**src/rtl/pipe_stage_skid_reg.sv**
```systemverilog
// ---------------------------------------------------------------------------
// pipe_stage_skid_reg
//   Generic inter-stage pipeline register with valid/ready handshake, flush
//   and an optional 2-entry skid buffer. Stalls come purely from the
//   handshake (valid_I high while ready_O low); there is no enable pin.
//   ctrl_O is forced to zero whenever valid_O is low, so an empty slot is
//   seen downstream as a NOP.
//
//   state | meaning
//   ------+----------------------------------------------
//   EMPTY | nothing held, valid_O=0
//   ONE   | one entry held in main reg
//   FULL  | main reg + skid reg both held (SKID_EN=1 only)
//
// Ports
//   clk_I    in   1       clock, rising edge
//   reset_I  in   1       asynchronous, active-low reset
//   flush_I  in   1       squash all held entries
//   valid_I  in   1       upstream entry valid
//   ready_O  out  1       this stage can accept an entry
//   data_I   in   DATA_W  upstream datapath payload
//   ctrl_I   in   CTRL_W  upstream control payload
//   valid_O  out  1       output entry valid
//   ready_I  in   1       downstream accepts output entry
//   data_O   out  DATA_W  output datapath payload (main reg)
//   ctrl_O   out  CTRL_W  output control payload, zero when valid_O=0
//   occ_O    out  2       entries held (0, 1, 2)
// ---------------------------------------------------------------------------
module pipe_stage_skid_reg #(
  parameter int DATA_W   = 32,
  parameter int CTRL_W   = 16,
  parameter int SKID_EN  = 1,
  parameter int CLR_DATA = 0
) (
  input  logic              clk_I,
  input  logic              reset_I,
  input  logic              flush_I,
  input  logic              valid_I,
  output logic              ready_O,
  input  logic [DATA_W-1:0] data_I,
  input  logic [CTRL_W-1:0] ctrl_I,
  output logic              valid_O,
  input  logic              ready_I,
  output logic [DATA_W-1:0] data_O,
  output logic [CTRL_W-1:0] ctrl_O,
  output logic [1:0]        occ_O
);

  localparam logic [1:0] EMPTY = 2'd0;
  localparam logic [1:0] ONE   = 2'd1;
  localparam logic [1:0] FULL  = 2'd2;

  logic [1:0]        state;
  logic [DATA_W-1:0] main_data;
  logic [CTRL_W-1:0] main_ctrl;
  logic [DATA_W-1:0] skid_data;
  logic [CTRL_W-1:0] skid_ctrl;
  logic              in_xfer;
  logic              out_xfer;

  assign valid_O = (state != EMPTY);

  // With the skid buffer ready_O comes straight from the state flops, which
  // breaks the combinational ready path back up the pipe. Without it, a held
  // entry can be replaced in the same cycle it leaves.
  assign ready_O = (SKID_EN != 0) ? (state != FULL) : (ready_I | ~valid_O);

  assign in_xfer  = valid_I & ready_O;
  assign out_xfer = valid_O & ready_I;

  assign data_O = main_data;
  assign ctrl_O = valid_O ? main_ctrl : '0;
  // State encoding equals the entry count.
  assign occ_O  = state;

  always_ff @(posedge clk_I or negedge reset_I) begin
    if (!reset_I) begin
      state     <= EMPTY;
      main_data <= '0;
      main_ctrl <= '0;
      skid_data <= '0;
      skid_ctrl <= '0;
    end else if (flush_I) begin
      // A concurrent OUT needs no action: downstream has already taken it.
      // A concurrent IN is simply not captured.
      state     <= EMPTY;
      main_ctrl <= '0;
      skid_ctrl <= '0;
      if (CLR_DATA != 0) begin
        main_data <= '0;
        skid_data <= '0;
      end
    end else begin
      case (state)
        EMPTY: begin
          if (in_xfer) begin
            main_data <= data_I;
            main_ctrl <= ctrl_I;
            state     <= ONE;
          end
        end
        ONE: begin
          if (in_xfer && out_xfer) begin
            main_data <= data_I;
            main_ctrl <= ctrl_I;
          end else if (in_xfer) begin
            // Only reachable with SKID_EN=1; main keeps the older entry.
            skid_data <= data_I;
            skid_ctrl <= ctrl_I;
            state     <= FULL;
          end else if (out_xfer) begin
            state <= EMPTY;
          end
        end
        FULL: begin
          if (out_xfer) begin
            main_data <= skid_data;
            main_ctrl <= skid_ctrl;
            state     <= ONE;
          end
        end
        default: state <= EMPTY;
      endcase
    end
  end

endmodule
```
**config.mk**
```make
export PLATFORM = sky130hd
export DESIGN_NAME = pipe_stage_skid_reg
export DESIGN_NICKNAME = d
export VERILOG_FILES = /design/src/rtl/pipe_stage_skid_reg.sv
export SDC_FILE = /design/constraint.sdc
export NUM_CORES = 1
export LEC_CHECK = 0
export ABC_AREA = 1
export CORE_ASPECT_RATIO = 0.5
export CORE_MARGIN = 1
export CORE_UTILIZATION = 45
export CTS_BUF_LIST = sky130_fd_sc_hd__clkbuf_4 sky130_fd_sc_hd__clkbuf_8
export CTS_CLUSTER_DIAMETER = 40
export DETAILED_ROUTE_END_ITERATION = 10
export PLACE_DENSITY = 0.81
export SLEW_MARGIN = 20
export SYNTH_ARGS = -nofsm -noshare
export SYNTH_HDL_FRONTEND = slang
export SYNTH_SLANG_ARGS = --single-unit
```
**constraint.sdc**
```tcl
create_clock -name clk_I -period 2.4 [get_ports clk_I]
set_input_delay 0.36 -clock clk_I [delete_from_list [all_inputs] [get_ports clk_I]]
set_output_delay 0.36 -clock clk_I [all_outputs]
set_load 0.01 [all_outputs]
```
==> results.md <==
- Routability-driven placement finished with a final weighted congestion of approximately 0.81.
- The largest net degree at the start of global routing is between 60 and 70.
- Yosys instantiated no cell more often than nand2_1.
- CTS saw 98 sinks.
- Synthesis produced a netlist whose cell count is about 620.
- The synthesis-stage register bit count is between 90 and 100.
- The violation count after the first detailed-routing iteration is ~330.
- The post-route standard cell area excluding fillers is about 6200 um2.
- The buffer type at the clock tree root is clkbuf_8.
- In this run the critical register-to-register path is launched from occ_O[0].
- The shortest clock period the worst path allows after layout is 2320 ps.
- The register share of total power is around two fifths.
- The switching power total is ~2.4 mW.
- The final critical path takes up roughly 97% of the cycle.
- The cell type of the slowest stage on the worst timing path is clkdlybuf4s50_1.
- The number of global-route vias before repair was 3955.
- The total grt overflow is 0.
- The largest total area in the synthesized netlist belongs to dfrtp_1.
- Walking the worst path, the cells encountered are inv_1, ha_1, buf_4, nor2_1, clkdlybuf4s50_1.
- The warning count from the yosys run is 0.
- The number of pins with negative max-slew slack in the final report is 0.
- The worst-case IR drop observed on VDD is 0.557 mV.
- The critical path's largest stage delay is 540 ps.
- The data arrival time of the critical path is 1960 ps.
- The static leakage is 3.12 nW.
- In this run the remaining antenna-violating nets after routing total 0.
- The cell area that synthesis handed to floorplanning was 4910 um2.
- The origin of the worst setup path is occ_O[0].
- TritonCTS built the clock tree.
- Summing over every cut layer, the via total after detailed routing is 4383.
- The share of total power dissipated in combinational logic is around two fifths.
- The area of the die is 11400 um2.
- Sorting the synthesized cells by area gives the leading types as dfrtp_1 50%, nand2_1 16%, nand4_1 6.1%, o21ai_0 4.8%, inv_1 4.2%.
- The number of top-level pins is between 100 and 150.
- The number of antenna violations at the first check in global routing is 0.
- The number of max-cap violations is 0.
- The clock reaches the later pin of the worst-skew pair after around 380 ps.
- The design draws 6.52 mW.
- The count of unique library cells instantiated by Yosys is 23.
- The min-delay analysis places its worst path in the category input port to async pin.
- Of all nets on the critical path, the largest fanout is 19.
- STA classifies the critical path endpoint as an output port.
- The worst setup path is launched from a flip-flop.
- Global routing used between 20 and 25% of the available tracks across all layers.
- The synthesized net count is a little under 700.
- The total setup violations reported at the end of the flow is 0.
- The die height is between 70 and 80 um.
- Per report_power, the clock group accounts for between 15 and 20% of the total.
- Of the cells placed in the final design, the portion with a size suffix greater than 1 is 7.03%.
- The clock-pin slew on the worst setup and hold paths is 90 ps.
- The floorplan step set the die width to 150 um.
- The register area share after synthesis is about half.
- The number of core rows is 26.
- The actual slew at the worst max-slew pin is approximately 700 ps.
- The total buffers and inverters traversed by the critical path is 3.
- The post-place instance area is 5960 um2.
- The most used flip-flop cell after synthesis is dfrtp_1.
- The count of port buffers added during placement is 104.
- The share of the synthesized area in the top cell type is between 40% and 50%.
- The worst endpoint required time is just over 2000 ps.
- The wire length of the first global-routing pass is roughly 19 mm.
- The clock tree synthesis step divided the H-tree into 3 levels.
- Using the TritonRoute via totals, the vias-per-cell ratio works out to about 5.2.
- The overall routed net length is roughly 12 mm.
- The final hold violation count is 0.
- Counting instances in the post-synthesis netlist gives the leading cell types as 205 x nand2_1, 98 x dfrtp_1, 55 x inv_1, 52 x nor2_1, 48 x nand4_1.
- The flow ran to the end, and the final reports show no timing, DRC or antenna violations.
- The total area inside the core boundary comes to 10400 um2.
- After detailed routing, the average wire length per cell comes to between 10 and 15 um.
- After synthesis, the share of flip-flops with an asynchronous set or reset is between 90% and 100%.
- The total iterations of the first detailed-routing run is 5.
- The critical path is of the flip-flop to output port type.
- The relative area change from synthesis to final layout is 26.6%.
- Headroom to the max-slew limit came out at a little over half.
- The number of nets at the end of the flow is 764.
- After detailed routing, the number of remaining DRC violations is 0.
- The average instance area after synthesis is approximately 7.9 um2.
- The switching portion of total power is 36.9%.
- Detailed placement finished with a half-perimeter wire length of about 8 mm.
- Internal power comes to 4.12 mW.
- The count of flip-flops with a built-in enable after synthesis is 0.
- The effective utilization at floorplan is between 40 and 50%.
- Between clock sinks in the finished design, the worst skew comes to ~12 ps.
- 0 antenna diodes ended up in the layout.
- The highest attainable clock frequency is 0.430 GHz.
- In this design, the largest share of critical-path delay is due to buffers and inverters.
- The number of CTS-inserted buffers is 9.
- The maximum root-to-sink buffer count is 2.
- The power per cell area is between 1000 and 1500 nW/um2.
- The setup TNS is 0 ps.
-- power groups by stage --
stage	Sequential (mW)	Clock (mW)	Combinational, mW
5_1_grt	2.80	1.31	2.88
6_report	2.72	1.21	2.59
4_1_cts	2.72	1.23	2.59
2_1_floorplan	2.77	0	1.42
3_5_place_dp	2.74	0	2.59
3_3_place_gp	2.73	0	2.50
-- metal layers --
metal	routed length (um)	GRT usage [%]
met1	5220	28.5
met2	5790	38.5
met3	656	5.15
met4	146	6.62
met5	0	0
-- cell usage in the layout (no fill, tap or decap) --
| cell | synthesis | final |
|---|---|---|
| nand2_1 | 205 | 205 |
| clkdlybuf4s50_1 | 0 | 101 |
| dfrtp_1 | 98 | 96 |
| inv_1 | 55 | 55 |
| nor2_1 | 52 | 52 |
| nand4_1 | 48 | 48 |
| o21ai_0 | 47 | 47 |
| o21ai_1 | 32 | 32 |
| nand3_1 | 18 | 18 |
| buf_4 | 3 | 12 |
| clkbuf_8 | 0 | 10 |
| nand2_2 | 4 | 4 |
| ha_1 | 5 | 4 |
| inv_2 | 3 | 3 |
| nand2_4 | 3 | 3 |
| nor2_8 | 2 | 2 |
| nor2_4 | 2 | 2 |
| nand3_4 | 2 | 2 |
| bufinv_16 | 0 | 2 |
| clkinvlp_4 | 0 | 2 |
| dfrtp_2 | 0 | 2 |
| dlymetal6s2s_1 | 0 | 2 |
| o21ai_2 | 1 | 1 |
| nor2_2 | 1 | 1 |
| nand3b_1 | 1 | 1 |
| ha_2 | 0 | 1 |
| clkinv_2 | 0 | 1 |
| inv_6 | 0 | 1 |
| buf_12 | 0 | 1 |
-- path summary, 6_finish.rpt --
check | to | slack, ps | cells past startpoint
setup / recovery | ctrl_O[7] | 80 | 5
hold / removal | skid_data[8] | 20 | 1
setup reg to reg | skid_data[31] | 240 | 8
hold reg to reg | data_O[28] | 480 | 2
max in group asynchronous | main_ctrl[0] | 1680 | 2
min in group clk_I | data_O[28] | 480 | 2
-- cell type report --
class	count	area, um2
fillers	933	4200
flip-flops and latches	98	2450
multi-input cells	423	1990
repair buffers	116	1150
inverters	58	218
well taps	140	175
clock buffers	10	138
clock inverters	6	88.8
-- cell families after synthesis --
group,count (synthesis),synth area share [%]
simple gates,338,31.1
buf+inv,98,9.43
fa+ha+maj,5,1.27
flops,98,50.0
compound gates,80,8.24
-- registers in the layout, indices dropped and copies added, names as in the netlist --
register	cells
occ_O	2
skid_ctrl	16
data_O	32
main_ctrl	16
skid_data	32
-- timing repair --
action	CTS	global route
hold buffers	0	0
setup buffers	0	3
resized for setup	1	3
endpoints found under the setup margin	5	15
gates cloned	0	0
endpoints found under the hold margin	0	0
-- per-stage QoR --
| step | setup WS (ps) | utilization [%] | hold slack [ps] | std cells |
|---|---|---|---|---|
| 3_3_place_gp | 213 | 57.2 | 453 | 832 |
| 5_1_grt | -26.3 | 59.7 | 57.5 | 851 |
| 6_report | 75.4 | 59.7 | 17.7 | 851 |
| 3_5_place_dp | 168 | 57.2 | 457 | 832 |
| 2_1_floorplan | 638 | - | 64.4 | 619 |
| 4_1_cts | 6.53 | 59.4 | 36.7 | 848 |
Note: power is estimated with default switching activity, not from simulation.
